### src/rtl/datapath_pkg.sv
// Shared datapath types: serial FSM state encoding and default operand width.
package datapath_pkg;

  localparam int unsigned DEFAULT_WIDTH = 8;

  typedef enum logic [1:0] {
    ST_IDLE  = 2'd0,
    ST_SHIFT = 2'd1,
    ST_DONE  = 2'd2
  } state_e;

endpackage

### src/rtl/datapath_serial_subtractor_if.sv
// Start/busy/done handshake and operand/result bus of the serial subtractor.
interface datapath_serial_subtractor_if
  import datapath_pkg::*;
#(
  parameter int unsigned WIDTH = DEFAULT_WIDTH
);
  logic             start;
  logic [WIDTH-1:0] a;
  logic [WIDTH-1:0] b;
  logic             busy;
  logic             done;
  logic [WIDTH-1:0] diff;
  logic             borrow_out;
  logic             overflow;

  modport master (
    output start, a, b,
    input  busy, done, diff, borrow_out, overflow
  );

  modport slave (
    input  start, a, b,
    output busy, done, diff, borrow_out, overflow
  );
endinterface

### src/rtl/datapath_full_subtractor.sv
// Combinational 1-bit full-subtractor cell: D = a - b - Bin, Bout = borrow.
module datapath_full_subtractor (
  input  logic a,
  input  logic b,
  input  logic Bin,
  output logic D,
  output logic Bout
);
  assign D    = a ^ b ^ Bin;
  assign Bout = (~a & b) | (~a & Bin) | (b & Bin);
endmodule

### src/rtl/datapath_serial_subtractor.sv
// Bit-serial a - b, LSB first, one full-subtractor cell per clock.
module datapath_serial_subtractor
  import datapath_pkg::*;
#(
  parameter int unsigned WIDTH = DEFAULT_WIDTH
) (
  input  logic                          clk,
  input  logic                          rst_n,
  datapath_serial_subtractor_if.slave   bus
);

  localparam int unsigned CNT_W = $clog2(WIDTH) + 1;

  state_e             state_q, state_n;
  logic [WIDTH-1:0]   a_sh_q, b_sh_q, res_sh_q;
  logic [WIDTH-1:0]   res_next_c;
  logic [CNT_W-1:0]   cnt_q;
  logic               borrow_q, a_msb_q, b_msb_q;
  logic [WIDTH-1:0]   diff_q;
  logic               borrow_out_q, overflow_q, busy_q, done_q;
  logic               d_c, bout_c, load_c, step_c, last_c;

  datapath_full_subtractor u_cell (
    .a    (a_sh_q[0]),
    .b    (b_sh_q[0]),
    .Bin  (borrow_q),
    .D    (d_c),
    .Bout (bout_c)
  );

  assign res_next_c = {d_c, res_sh_q[WIDTH-1:1]};

  always_ff @(posedge clk or negedge rst_n) begin
    if (!rst_n) state_q <= ST_IDLE;
    else        state_q <= state_n;
  end

  // Next state plus load/step strobes for the datapath
  always_comb begin
    state_n = ST_IDLE;
    load_c  = 1'b0;
    step_c  = 1'b0;
    last_c  = 1'b0;
    case (state_q)
      ST_IDLE: begin
        if (bus.start) begin
          load_c  = 1'b1;
          state_n = ST_SHIFT;
        end
      end
      ST_SHIFT: begin
        step_c  = 1'b1;
        last_c  = (cnt_q == CNT_W'(WIDTH - 1));
        state_n = last_c ? ST_DONE : ST_SHIFT;
      end
      ST_DONE: state_n = ST_IDLE;
      default: state_n = ST_IDLE;
    endcase
  end

  always_ff @(posedge clk or negedge rst_n) begin
    if (!rst_n) begin
      a_sh_q       <= '0;
      b_sh_q       <= '0;
      res_sh_q     <= '0;
      cnt_q        <= '0;
      borrow_q     <= 1'b0;
      a_msb_q      <= 1'b0;
      b_msb_q      <= 1'b0;
      diff_q       <= '0;
      borrow_out_q <= 1'b0;
      overflow_q   <= 1'b0;
      busy_q       <= 1'b0;
      done_q       <= 1'b0;
    end else begin
      if (load_c) begin
        a_sh_q   <= bus.a;
        b_sh_q   <= bus.b;
        borrow_q <= 1'b0;
        cnt_q    <= '0;
        a_msb_q  <= bus.a[WIDTH-1];
        b_msb_q  <= bus.b[WIDTH-1];
      end else if (step_c) begin
        a_sh_q   <= {1'b0, a_sh_q[WIDTH-1:1]};
        b_sh_q   <= {1'b0, b_sh_q[WIDTH-1:1]};
        res_sh_q <= res_next_c;
        borrow_q <= bout_c;
        cnt_q    <= cnt_q + CNT_W'(1);
      end
      // Results only move on the final bit; they hold through SHIFT
      if (last_c) begin
        diff_q       <= res_next_c;
        borrow_out_q <= bout_c;
        overflow_q   <= (a_msb_q != b_msb_q) && (d_c != a_msb_q);
      end
      busy_q <= (state_n != ST_IDLE);
      done_q <= (state_n == ST_DONE);
    end
  end

  assign bus.busy       = busy_q;
  assign bus.done       = done_q;
  assign bus.diff       = diff_q;
  assign bus.borrow_out = borrow_out_q;
  assign bus.overflow   = overflow_q;

endmodule
### src/flat_wrapper.sv
// flat-port wrapper written by rule: the top's interface ports become plain ports
module datapath_serial_subtractor_flat import datapath_pkg::*;
#(
  parameter int unsigned WIDTH = DEFAULT_WIDTH
)
  (clk, rst_n, bus_start, bus_a, bus_b, bus_busy, bus_done, bus_diff, bus_borrow_out, bus_overflow);
  datapath_serial_subtractor_if #(.WIDTH(WIDTH)) bus_i ();
  input  logic clk;
  input  logic rst_n;
  input wire logic [$bits(bus_i.start)-1:0] bus_start;
  input wire logic [$bits(bus_i.a)-1:0] bus_a;
  input wire logic [$bits(bus_i.b)-1:0] bus_b;
  output wire logic [$bits(bus_i.busy)-1:0] bus_busy;
  output wire logic [$bits(bus_i.done)-1:0] bus_done;
  output wire logic [$bits(bus_i.diff)-1:0] bus_diff;
  output wire logic [$bits(bus_i.borrow_out)-1:0] bus_borrow_out;
  output wire logic [$bits(bus_i.overflow)-1:0] bus_overflow;
  assign bus_i.start = bus_start;
  assign bus_i.a = bus_a;
  assign bus_i.b = bus_b;
  assign bus_busy = bus_i.busy;
  assign bus_done = bus_i.done;
  assign bus_diff = bus_i.diff;
  assign bus_borrow_out = bus_i.borrow_out;
  assign bus_overflow = bus_i.overflow;
  datapath_serial_subtractor #(.WIDTH(WIDTH)) u_core (.clk(clk), .rst_n(rst_n), .bus(bus_i));
endmodule
### config.mk
export PLATFORM = sky130hd
export DESIGN_NAME = datapath_serial_subtractor_flat
export DESIGN_NICKNAME = d
export VERILOG_FILES = /design/src/rtl/datapath_pkg.sv /design/src/rtl/datapath_serial_subtractor_if.sv /design/src/rtl/datapath_full_subtractor.sv /design/src/rtl/datapath_serial_subtractor.sv /design/src/flat_wrapper.sv
export SDC_FILE = /design/constraint.sdc
export NUM_CORES = 1
export LEC_CHECK = 0
export BUFFER_PORTS_ARGS = -buffer_cell sky130_fd_sc_hd__buf_4
export CORE_MARGIN = 1.5
export CORE_UTILIZATION = 35
export CTS_BUF_LIST = sky130_fd_sc_hd__clkbuf_8
export CTS_CLUSTER_DIAMETER = 150
export DETAILED_ROUTE_END_ITERATION = 7
export PLACE_DENSITY_LB_ADDON = 0.05
export SYNTH_ARGS = -nofsm -noshare
export SYNTH_HDL_FRONTEND = slang
export SYNTH_HIERARCHICAL = 1
export SYNTH_SLANG_ARGS = --single-unit
### constraint.sdc
create_clock -name clk -period 1.7 [get_ports clk]
set_input_delay 0.34 -clock clk [delete_from_list [all_inputs] [get_ports clk]]
set_output_delay 0.34 -clock clk [all_outputs]
set_load 0.1 [all_outputs]
==> After elaboration in Yosys (flattened, before gate mapping) <==
Cells that the tools add are included.
{ "op_classes": {"bitwise_logic": 9, "div": 0, "mux": 15, "add_sub_neg": 1, "n_mul": 0, "n_eq_ne": 5, "order_cmp": 0, "shifts": 0, "reduce_logical": 5} }
{ "op_table": {"columns": ["cell", "count"], "rows": [
  ["8-bit 2-to-1 mux", 4],
  ["4-bit 2-to-1 mux", 2],
  ["1-bit 2-to-1 mux", 7],
  ["4-bit by 1-bit adder with 4-bit output, second input constant", 1],
  ["4-bit by 3-bit == test with 1-bit output, second input constant", 1],
  ["2-bit one-hot mux with 2 select lines", 1],
  ["2-bit nonzero test", 2],
  ["1-bit bitwise AND", 3],
  ["2-bit by 1-bit == test with 1-bit output, second input constant", 1],
  ["2-bit == test, second input constant", 1],
  ["2-bit zero test", 1],
  ["2-bit 2-to-1 mux", 1],
  ["1-bit != test", 2],
  ["1-bit NOT", 2],
  ["1-bit bitwise OR", 2],
  ["2-bit AND reduction", 1],
  ["1-bit bitwise XOR", 2],
  ["1-bit logical AND", 1]
]} }
{ "totals": {"memories": 0, "word_cells": 48, "ff_bits": 45, "romBits": 0, "latchBits": 0, "inputBits": 19, "mem_bits_rw": 0, "output_inout_bits": 12} }

==> Depth between registers and ports, before layout <==
Gate-level depths: netlist of run 1.
{ "logic_depth": {"depth_word": 6, "ltp_mapped": 6} }

==> Modules after synthesis <==
The synthesis of run 1 kept the hierarchy.
{ "by_module_without_submodules": {"columns": ["mod", "cells_each", "instances", "area_each_um2"], "rows": [
  ["datapath_serial_subtractor", 166, 1, 1871.8],
  ["datapath_full_subtractor", 3, 1, 27.5]
]} }

==> Worst setup path before layout of run 1 <==
OpenSTA, ideal clock, no wires.
{ "synth_timing": {"kind": "register to register", "startpoint": "reg u_core.a_sh_q[0]", "endpoint": "reg u_core.overflow_q, in the netlist u_core/bus.overflow", "path_slack_ps": 230, "path_buffers": 0, "required_ps": 1575, "t_arrival_ps": 1345, "synth_period_minus_slack_ps": 1470, "path_stages_with_launch": 7, "path_cell_list": "dfrtp_1 > inv_1 > fa_1 > inv_1 > nand3b_1 > o21ai_0 > mux2_2"} }
{ "synth_via": {"elab_chain_len": 4} }
{ "synth_lines": {"columns": ["item", "line_no", "source"], "rows": [
  ["start, declared", "datapath_serial_subtractor.sv:15", "logic [WIDTH-1:0] a_sh_q, b_sh_q, res_sh_q;"],
  ["start signal, assigned", "datapath_serial_subtractor.sv:77", "a_sh_q <= bus.a;"],
  ["start signal, assigned", "datapath_serial_subtractor.sv:84", "a_sh_q <= {1'b0, a_sh_q[WIDTH-1:1]};"],
  ["1-bit bitwise XOR (2 in a row)", "datapath_full_subtractor.sv:9", "assign D = a ^ b ^ Bin;"],
  ["net u_core.d_c", "datapath_serial_subtractor.sv:21", "logic d_c, bout_c, load_c, step_c, last_c;"],
  ["1-bit != test", "datapath_serial_subtractor.sv:94", "overflow_q <= (a_msb_q != b_msb_q) && (d_c != a_msb_q);"],
  ["1-bit logical AND", "datapath_serial_subtractor.sv:94", null],
  ["end signal, assigned", "datapath_serial_subtractor.sv:94", null],
  ["end, declared", "datapath_serial_subtractor.sv:20", "logic borrow_out_q, overflow_q, busy_q, done_q;"]
]} }
The timed path passes the listed nets, and every way through them passes these cells.
A chain may end at the register's enable or synchronous reset.

==> Worst setup path after layout of run 1 <==
Same ends and word-level chain as after synthesis.

==> results of run 1 <==
==> synthesized netlist by cell type <==
master,instances
a2bb2oi_1,1
ha_1,1
nor3b_1,1
nand2b_1,2
clkbuf_1,4
a31oi_1,1
a22oi_1,27
dfrtp_1,44
nor2_1,1
nand2_1,29
nor3_4,1
nor3_1,2
nand3b_1,1
a22o_1,2
buf_6,2
o21bai_1,1
nor2b_1,2
o21ai_0,20
mux2_2,12
nand3_1,1
a41oi_1,1
and3b_1,1
a21oi_1,2
buf_2,4
inv_1,4
fa_1,1
buf_1,1
==> stage by stage <==
| stage | setup WS [ps] | total power, W |
|---|---|---|
| floorplan | 229.8 | 0.003516 |
| finish | 127.4 | 0.004788 |
| global placement | 181.2 | 0.004095 |
| CTS | 114.1 | 0.004852 |
| detailed placement | 122.8 | 0.004163 |
| global route | 53.12 | 0.005134 |
==> routing by layer <==
metal / vias up / track usage, % / part of all wire (%)
li1: 679 / - / -
met1: 714 / 18.83 / 45
met2: 34 / 25.22 / 50
met3: 4 / 4.167 / 4.0
met4: 0 / 5.370 / 0.94
met5: - / 0 / 0
==> power by group <==
part / internal [W] / switching, W
sequential: 0.00147 / 0.000308
clock: 0.000324 / 0.000350
combinational: 0.000769 / 0.00156
==> cells in the final DEF, fill, tap and decap left out, types with 4 or more instances in the layout <==
cell      Yosys  routed
nand2_1      29      29
dfrtp_1      44      44
o21ai_0      20      20
mux2_2       12      12
inv_1         4       4
clkbuf_8      0       6
a22oi_1      27      27
buf_4         0      38
==> sequential cells by signal (all words and copies together) (netlist names) <==
signal and flops:
u_core/a_msb_q 1, u_core/a_sh_q 8, u_core/b_msb_q 1, u_core/b_sh_q 8, u_core/borrow_q 1, u_core/bus.borrow_out 1
u_core/bus.busy 1, u_core/bus.diff 8, u_core/bus.done 1, u_core/bus.overflow 1, u_core/cnt_q 4, u_core/res_sh_q 7
u_core/state_q 2
==> cell type report <==
| class | count | share of cell area (%) |
|---|---|---|
| well taps | 70 | 3.737 |
| repair buffers | 40 | 13.88 |
| flip-flops and latches | 44 | 46.98 |
| clock buffers | 6 | 3.524 |
| multi-input cells | 110 | 30.81 |
| clock inverters | 2 | 0.4271 |
| inverters | 4 | 0.6407 |
==> path summary, 6_finish.rpt <==
check / start / end / slack, ps / cells after the start
worst max-delay path: u_core/a_sh_q[0] / u_core/bus.overflow / 130 / 6
worst min-delay path: rst_n / u_core/a_sh_q[3] / 30 / 1
worst max register to register: u_core/a_sh_q[0] / u_core/bus.overflow / 130 / 6
worst min register to register: u_core/res_sh_q[1] / u_core/res_sh_q[1] / 480 / 2
max in group asynchronous: rst_n / u_core/b_sh_q[1] / 1290 / 1
min in group clk: bus_a[7] / u_core/a_msb_q / 290 / 2
==> worst max-delay path: stages, from the launching register on <==
cell and delay, ps:
dfrtp_1 370, inv_1 70, fa_1 470, inv_1 120, nand2b_1 110, o21ai_0 70, mux2_2 260
==> logic make-up (layout without fill, tap and decap cells) <==
kind of cell,count (synthesis),in the layout,synth area share (%)
compound gates,55,55,19.04
flops,44,44,57.97
simple gates,41,41,10.14
buf+inv,15,52,4.018
mux,12,12,7.115
fa+ha+maj,2,2,1.713
==> metrics.txt, run 1 <==
post-synthesis register bit count=44; top cells by area, synth=dfrtp_1, a22oi_1, mux2_2; CP max FO=4; WP data arrival=1760 ps; status=completed; CTS tree=built; fmax=635.9 MHz; Peak VDD IR=1089 uV; Chip Width=76.67 um; PwrDens=2043 nW/um^2; pin count of the biggest net entering global routing=45; cts bufs inserted=5; Final Cell Area=2344 um^2; vias in the first global route=1485; Routability Congestion=0.7649; fin nets=226; Synthesis Warnings=6; Seq. cell area=1101 um^2; Min Hold Slack=25.52 ps; share of layout cells above drive strength 1=29.61%; skew final=4.795 ps; H-Tree Depth=2; clock root cell=clkbuf_8; Post-CTS Setup Bufs=0; initial core utilization=36.72%; detailed placement HPWL=2649 um; Tmin final=1573 ps; area leader, netlist=dfrtp_1; register area share after synthesis=57.97%; CP required=1890 ps; core area=5172 um^2; setup TNS=0 ps; Avg Cell Area, Syn=11.24 um^2; clock latency on the worst-skew pair=290 ps; post-layout util=45.31%; unrepaired setup endpoints after global routing=false; CP Capture Type=flop; Die H=76.67 um; CTS max path bufs=2; dpl cell area=2251 um^2; Synth top area share=57.97%; Cell Count, Final, Fillers Out=276; Crit Path Category=flop to flop; Max-Cap Viols=0; hold_buf cts=0; Netlist cell types=27; final-report hold violation count=0; Slew Viols, Final=0; vias=1431; clk sink count=44; total global-route track usage=15.15%; syn nets=190; static leakage=1.094 nW; grt total ovfl=0; floorplan row count=26; crit start category=flop; DR WL/cell=14.25 um; fillers=512; Hold WC Path Type=input port to async pin; Area Growth Syn to Fin=23.39%; DRT Wirelength=3934 um; first-pass GRT wire length=7065 um; synthesized instance count=169; Detail Route Antenna Nets=0; Setup-failing EPs final=0; # DRC=0; Max-Slew Margin vs Limit=62.93%; IO Port Bufs=30; # IOs=31; First DRT Iteration DRCs=92; final period utilization=92.50%; Avg Vias per Cell=5.185; mapped cell area=1899 um^2; worst slew pin tran=556.0 ps; full die area=5878 um^2; Inst Count DP=268; drt pass-1 iters=5; multi-input logic area=721.9 um^2; Clock transition at path regs=80 ps; Post-CTS Resized=0; initial antenna violation count=0; ANT cells=0
(Power assumes the default switching activity.)
==> run 2, diff against run 1 <==
- REMOVE_ABC_BUFFERS: default -> 1
- SLEW_MARGIN: default -> 10
- clock period: 1.7 -> 1.35 ns (I/O delays scaled with it)
==> metrics.txt, run 2 (same netlist as run 1, synthesis figures left out) <==
status=complete, but fails checks; failing checks=negative setup slack; Setup WS pre-CTS=-134.2 ps (-257.0 ps); dpl cell area=2351 um^2 (+4.4%); Clock transition at path regs=80 ps (about the same); clk sink count=44 (unchanged); Hold WC Path Type=input port to flop; PwrDens=2599 nW/um^2 (+27%); first-pass GRT wire length=6844 um (-3.1%); Crit Path Category=flop to flop; detailed placement HPWL=2792 um (+5.4%); commonest cells after routing, fill and taps aside=buf_4, dfrtp_1, nand2_1; Max-Slew Margin vs Limit=63.78% (+0.85 points); total global-route track usage=14.68% (-0.47 points); Slew Viols, Final=0 (unchanged); Routability Congestion=0.7508 (-1.8%); clock root cell=clkbuf_8; clock latency on the worst-skew pair=300 ps (about the same); IO Port Bufs=30 (unchanged); fillers=497 (-2.9%); Die H=76.67 um (unchanged); Detail Route Antenna Nets=0 (unchanged); Seq. cell area=1101 um^2 (unchanged); pin count of the biggest net entering global routing=45 (unchanged); DRT Wirelength=4164 um (+5.8%); Cell Count, Final, Fillers Out=295 (+6.9%); First DRT Iteration DRCs=87 (-5.4%); CP max FO=3 (-1); slowest stage cell on the critical path=fa_1; initial core utilization=36.72% (unchanged); CTS max path bufs=2 (unchanged); # IOs=31 (unchanged); vias=1464 (+2.3%); crit start category=flop; crit-path cells=fa_1 > inv_2 > buf_4 > mux2_2; full die area=5878 um^2 (unchanged); Chip Width=76.67 um (unchanged); final-report hold violation count=0 (unchanged); # DRC=0 (unchanged); drt pass-1 iters=6 (+1); initial antenna violation count=0 (unchanged); Max-Cap Viols=0 (unchanged); Area Growth Syn to Fin=36.30%; skew final=8.395 ps (+3.601 ps); H-Tree Depth=2 (unchanged); Peak VDD IR=1294 uV (+19%); grt total ovfl=0 (unchanged); Avg Vias per Cell=4.963 (-4.3%); unrepaired setup endpoints after global routing=true; fmax=668.5 MHz (+5.1%); floorplan row count=26 (unchanged); Critical Path Max Stage Delay=560 ps (+90 ps); Final Cell Area=2589 um^2 (+10%); post-layout util=50.05% (+4.7 points); static leakage=1.225 nW (+12%); Tot Pwr=0.006729 W (+41%); ANT cells=0 (unchanged); vias in the first global route=1438 (-3.2%); commonest non-fill, non-tap cell in the layout=buf_4; fin nets=245 (+8.4%); cts bufs inserted=5 (unchanged); CP Capture Type=flop; WP data arrival=1680 ps (-80 ps); Tmin final=1496 ps (-76.63 ps); CP required=1530 ps (-360 ps); DR WL/cell=14.12 um (-0.97%); Setup-failing EPs final=10 (+10); CTS tree=built; share of layout cells above drive strength 1=39.11% (+9.5 points); worst slew pin tran=543.3 ps (-12.74 ps); final period utilization=110.8% (+18 points); Inst Count DP=283 (+5.6%); Final WS setup=-145.9 ps (-273.4 ps); core area=5172 um^2 (unchanged); multi-input logic area=790.8 um^2 (+9.5%)
-- run 2: changes by cell type in the layout (fill, tap and decap cells not counted), sizes merged --
cell and delta:
clkinv -1, dlygate4sd3 +1, buf +17, inv +1
bufinv +1
-- run 2: worst max-delay path, delay by kind of cell, from the launching register on --
| family | cells | cell delay [ps] |
|---|---|---|
| adder cells (fa/ha/maj) | 1 | 560 |
| buffers and inverters | 2 | 180 |
| flip-flops | 1 | 400 |
| multiplexers | 1 | 250 |
-- run 2: what timing repair did --
action / CTS / global route
setup buffers: 1 / 1
pin swaps: 1 / 1
hold buffers: 1 / 0
cloned: 0 / 1
hold endpoints to repair: 44 / 0
resized for setup: 5 / 20
endpoints found under the setup margin: 12 / 23
-- run 2: layer usage --
metal / GRT usage [%] / vias up / part of all wire (%)
met1: 19.56 / 703 / 47
li1: - / 717 / -
met5: 0 / - / 0
met2: 22.39 / 37 / 47
met4: 5.741 / 0 / 1.7
met3: 4.405 / 7 / 4.7
-- run 2: path summary, 6_finish.rpt --
check / end / startpoint / cells past startpoint / slack (ps)
setup / recovery: u_core/bus.diff[7] / u_core/borrow_q / 4 / -150
hold / removal: u_core/b_msb_q / bus_b[7] / 2 / 220
setup reg to reg: u_core/bus.diff[7] / u_core/borrow_q / 4 / -150
hold reg to reg: u_core/res_sh_q[1] / u_core/res_sh_q[1] / 2 / 490
max in group asynchronous: u_core/b_sh_q[5] / rst_n / 2 / 470
min in group asynchronous: u_core/state_q[1] / rst_n / 2 / 510
-- run 2: per-stage QoR --
stage	hold WS [ps]	TNS, ps
global placement	296.7	-626.0
floorplan	-25.59	-15280
detailed placement	300.1	-871.0
CTS	212.5	-637.7
global route	204.2	-1496
finish	219.6	-1050
-- run 2: layout make-up --
type                       instances  area share, %
inverter                           4         0.5800
sequential                        44          42.53
clock inverter                     3          1.498
timing repair buffer              59          18.80
tap                               70          3.383
multi-input combinational        110          30.55
clock buffer                       5          2.658
-- run 2: power by group --
group          switching (W)  leakage, nW  internal [W]
Combinational        0.00216        0.605       0.00137
Clock               0.000435       0.0593      0.000542
Sequential          0.000364        0.561       0.00186
Total                0.00296         1.23       0.00377
==> run 3, diff against run 2 <==
- CELL_PAD_IN_SITES_DETAIL_PLACEMENT: default -> 2
- CELL_PAD_IN_SITES_GLOBAL_PLACEMENT: default -> 2
- CORE_UTILIZATION: 35 -> 34
==> metrics.txt, run 3 (same netlist as run 1, synthesis figures left out) <==
CTS tree=built; Crit Path Category=flop to flop; failing checks=negative setup slack; grt total ovfl=0 (unchanged); static leakage=1.274 nW (+4.0%); PwrDens=2700 nW/um^2 (+3.9%); Seq. cell area=1101 um^2 (unchanged); Die H=77.74 um (+1.4%); Chip Width=77.74 um (+1.4%); pin count of the biggest net entering global routing=45 (unchanged); initial core utilization=34.92% (-1.8 points); core area=5439 um^2 (+5.2%); share of layout cells above drive strength 1=42.79% (+3.7 points); Setup-failing EPs final=11 (+1); worst slew pin tran=581.7 ps (+38.42 ps); met1 wire length=2181 um (+12%); Hold WC Path Type=input port to flop; flop-to-flop setup slack=-180 ps (-30 ps); combinational share of power=52.8% (+0.3 points); # IOs=31 (unchanged); Peak VDD IR=881.6 uV (-32%); skew final=4.733 ps (-3.662 ps); Slew Viols, Final=0 (unchanged); switching share of power=43.65% (-0.29 points); cts bufs inserted=5 (unchanged); detailed placement HPWL=3442 um (+23%); unrepaired setup endpoints after global routing=true; most frequent CP cell=inv_2; Max-Cap Viols=0 (unchanged); Reg2Reg Depth=6 (+2); # DRC=0 (unchanged); commonest cells after routing, fill and taps aside=buf_4, dfrtp_1, nand2_1; Area Growth Syn to Fin=41.83%; clock network power share=16.2% (+1.7 points); floorplan row count=27 (+3.8%); CTS max path bufs=2 (unchanged); fmax=654.3 MHz (-2.1%); full die area=6044 um^2 (+2.8%); first-pass GRT wire length=8935 um (+31%); Clock transition at path regs=80 ps (about the same); H-Tree Depth=2 (unchanged); fin nets=250 (+2.0%); RR Endpoint=u_core/bus.overflow; Tot Pwr=0.007273 W (+8.1%); vias=1565 (+6.9%); DR WL/cell=17.90 um (+27%); multi-input logic area=823.3 um^2 (+4.1%); First DRT Iteration DRCs=100 (+15%); reg-to-reg startpoint=u_core/a_sh_q[0]; Tmin final=1528 ps (+32.45 ps); setup TNS=-1305 ps (-255.0 ps); final period utilization=113.2% (+2.4 points); CP max FO=3 (unchanged); fillers=553 (+11%); hold depth=2 (unchanged); highest metal used=met4; vias in the first global route=1758 (+22%); crit-path cells=inv_2 > fa_1 > inv_2 > nand3b_1 > o21ai_2 > mux2_4; Critical Path Max Stage Delay=550 ps (about the same); drt pass-1 iters=4 (-2); Psw=0.003175 W (+7.4%); IO Port Bufs=30 (unchanged); commonest non-fill, non-tap cell in the layout=buf_4; slowest stage cell on the critical path=fa_1; WP data arrival=1710 ps (+30 ps); Max-Slew Margin vs Limit=61.22% (-2.6 points); Routability Congestion=0.7101 (-5.4%); Routed met2 length=2956 um (+51%); clock latency on the worst-skew pair=290 ps (about the same); Avg Vias per Cell=5.199 (+4.8%); Int Power=0.004098 W (+8.6%); initial antenna violation count=0 (unchanged); DRT Wirelength=5389 um (+29%); Detail Route Antenna Nets=0 (unchanged); ANT cells=0 (unchanged); Worst Hold End=u_core/a_msb_q; Final WS setup=-178.4 ps (-32.45 ps); Worst Hold Launch=bus_a[7]; CP required=1530 ps (about the same); met3 WL=154 um (-21%); clock root cell=clkbuf_8; sequential share of power=31.0% (-2.0 points); clk sink count=44 (unchanged); status=complete, but fails checks; CP Capture Type=flop; crit start category=flop; final-report hold violation count=0 (unchanged); total global-route track usage=19.28% (+4.6 points)
[run 3: cell types whose count changed in the layout (fill, tap and decap cells not counted), sizes merged]
cell | before | now
buf | 57 | 63
bufinv | 1 | 2
inv | 5 | 4
clkbuf | 6 | 5
clkinv | 1 | 0
[run 3: worst max-delay path: cells and delay by family (launching register included)]
kind / cells / cell delay [ps]
flops: 1 / 370
compound gates: 1 / 50
fa+ha+maj: 1 / 550
buf+inv: 2 / 110
mux: 1 / 250
simple gates: 1 / 90
[run 3: final cells by class]
cell class | count | area share, %
sequential | 44 | 40.87
tap | 72 | 3.344
timing repair buffer | 64 | 19.88
inverter | 4 | 0.5574
clock inverter | 2 | 2.229
multi-input combinational | 110 | 30.56
clock buffer | 5 | 2.555
[run 3: worst max path at each step]
stage | slack [ps] | cells past startpoint | to | startpoint
4_1_cts | -190 | 5 | u_core/bus.overflow | u_core/borrow_q
3_5_place_dp | -210 | 6 | u_core/bus.overflow | u_core/a_sh_q[0]
3_3_place_gp | -150 | 6 | u_core/bus.overflow | u_core/a_sh_q[0]
6_report | -180 | 6 | u_core/bus.overflow | u_core/a_sh_q[0]
2_1_floorplan | -560 | 3 | u_core/cnt_q[3] | u_core/state_q[0]
5_1_grt | -250 | 6 | u_core/bus.overflow | u_core/a_sh_q[0]
[run 3: power by group through the flow]
| stage | clock network, W | registers (W) | logic, W |
|---|---|---|---|
| 6_report | 0.00118 | 0.00226 | 0.00384 |
| 3_5_place_dp | 0 | 0.00224 | 0.00327 |
| 2_1_floorplan | 0 | 0.00332 | 0.00100 |
| 4_1_cts | 0.00121 | 0.00224 | 0.00366 |
| 5_1_grt | 0.00127 | 0.00234 | 0.00414 |
| 3_3_place_gp | 0 | 0.00219 | 0.00315 |
[run 3: layer usage]
metal,up-vias,global-route usage (%)
met4,0,6.545
met5,-,0
met1,810,22.29
li1,723,-
met3,7,4.235
met2,25,34.87
[run 3: stage by stage]
step	worst slack [ps]	util, %	cell area (um^2)	hold WS [ps]	cells
floorplan	-562.0	-	1838	-25.59	158
global placement	-154.1	42.86	2331	298.3	282
detailed placement	-211.5	42.86	2331	312.1	282
CTS	-186.4	48.08	2615	203.6	299
global route	-246.0	49.53	2694	198.8	301
finish	-178.4	49.53	2694	214.4	301
[run 3: repair_timing]
| action | 4_1_cts | 5_1_grt |
|---|---|---|
| cloned | 1 | 0 |
| resized for setup | 19 | 18 |
| endpoints found under the setup margin | 14 | 30 |
| pin swaps | 1 | 1 |
| hold buffers | 1 | 0 |
| buffers inserted | 8 | 3 |
| endpoints found under the hold margin | 44 | 0 |
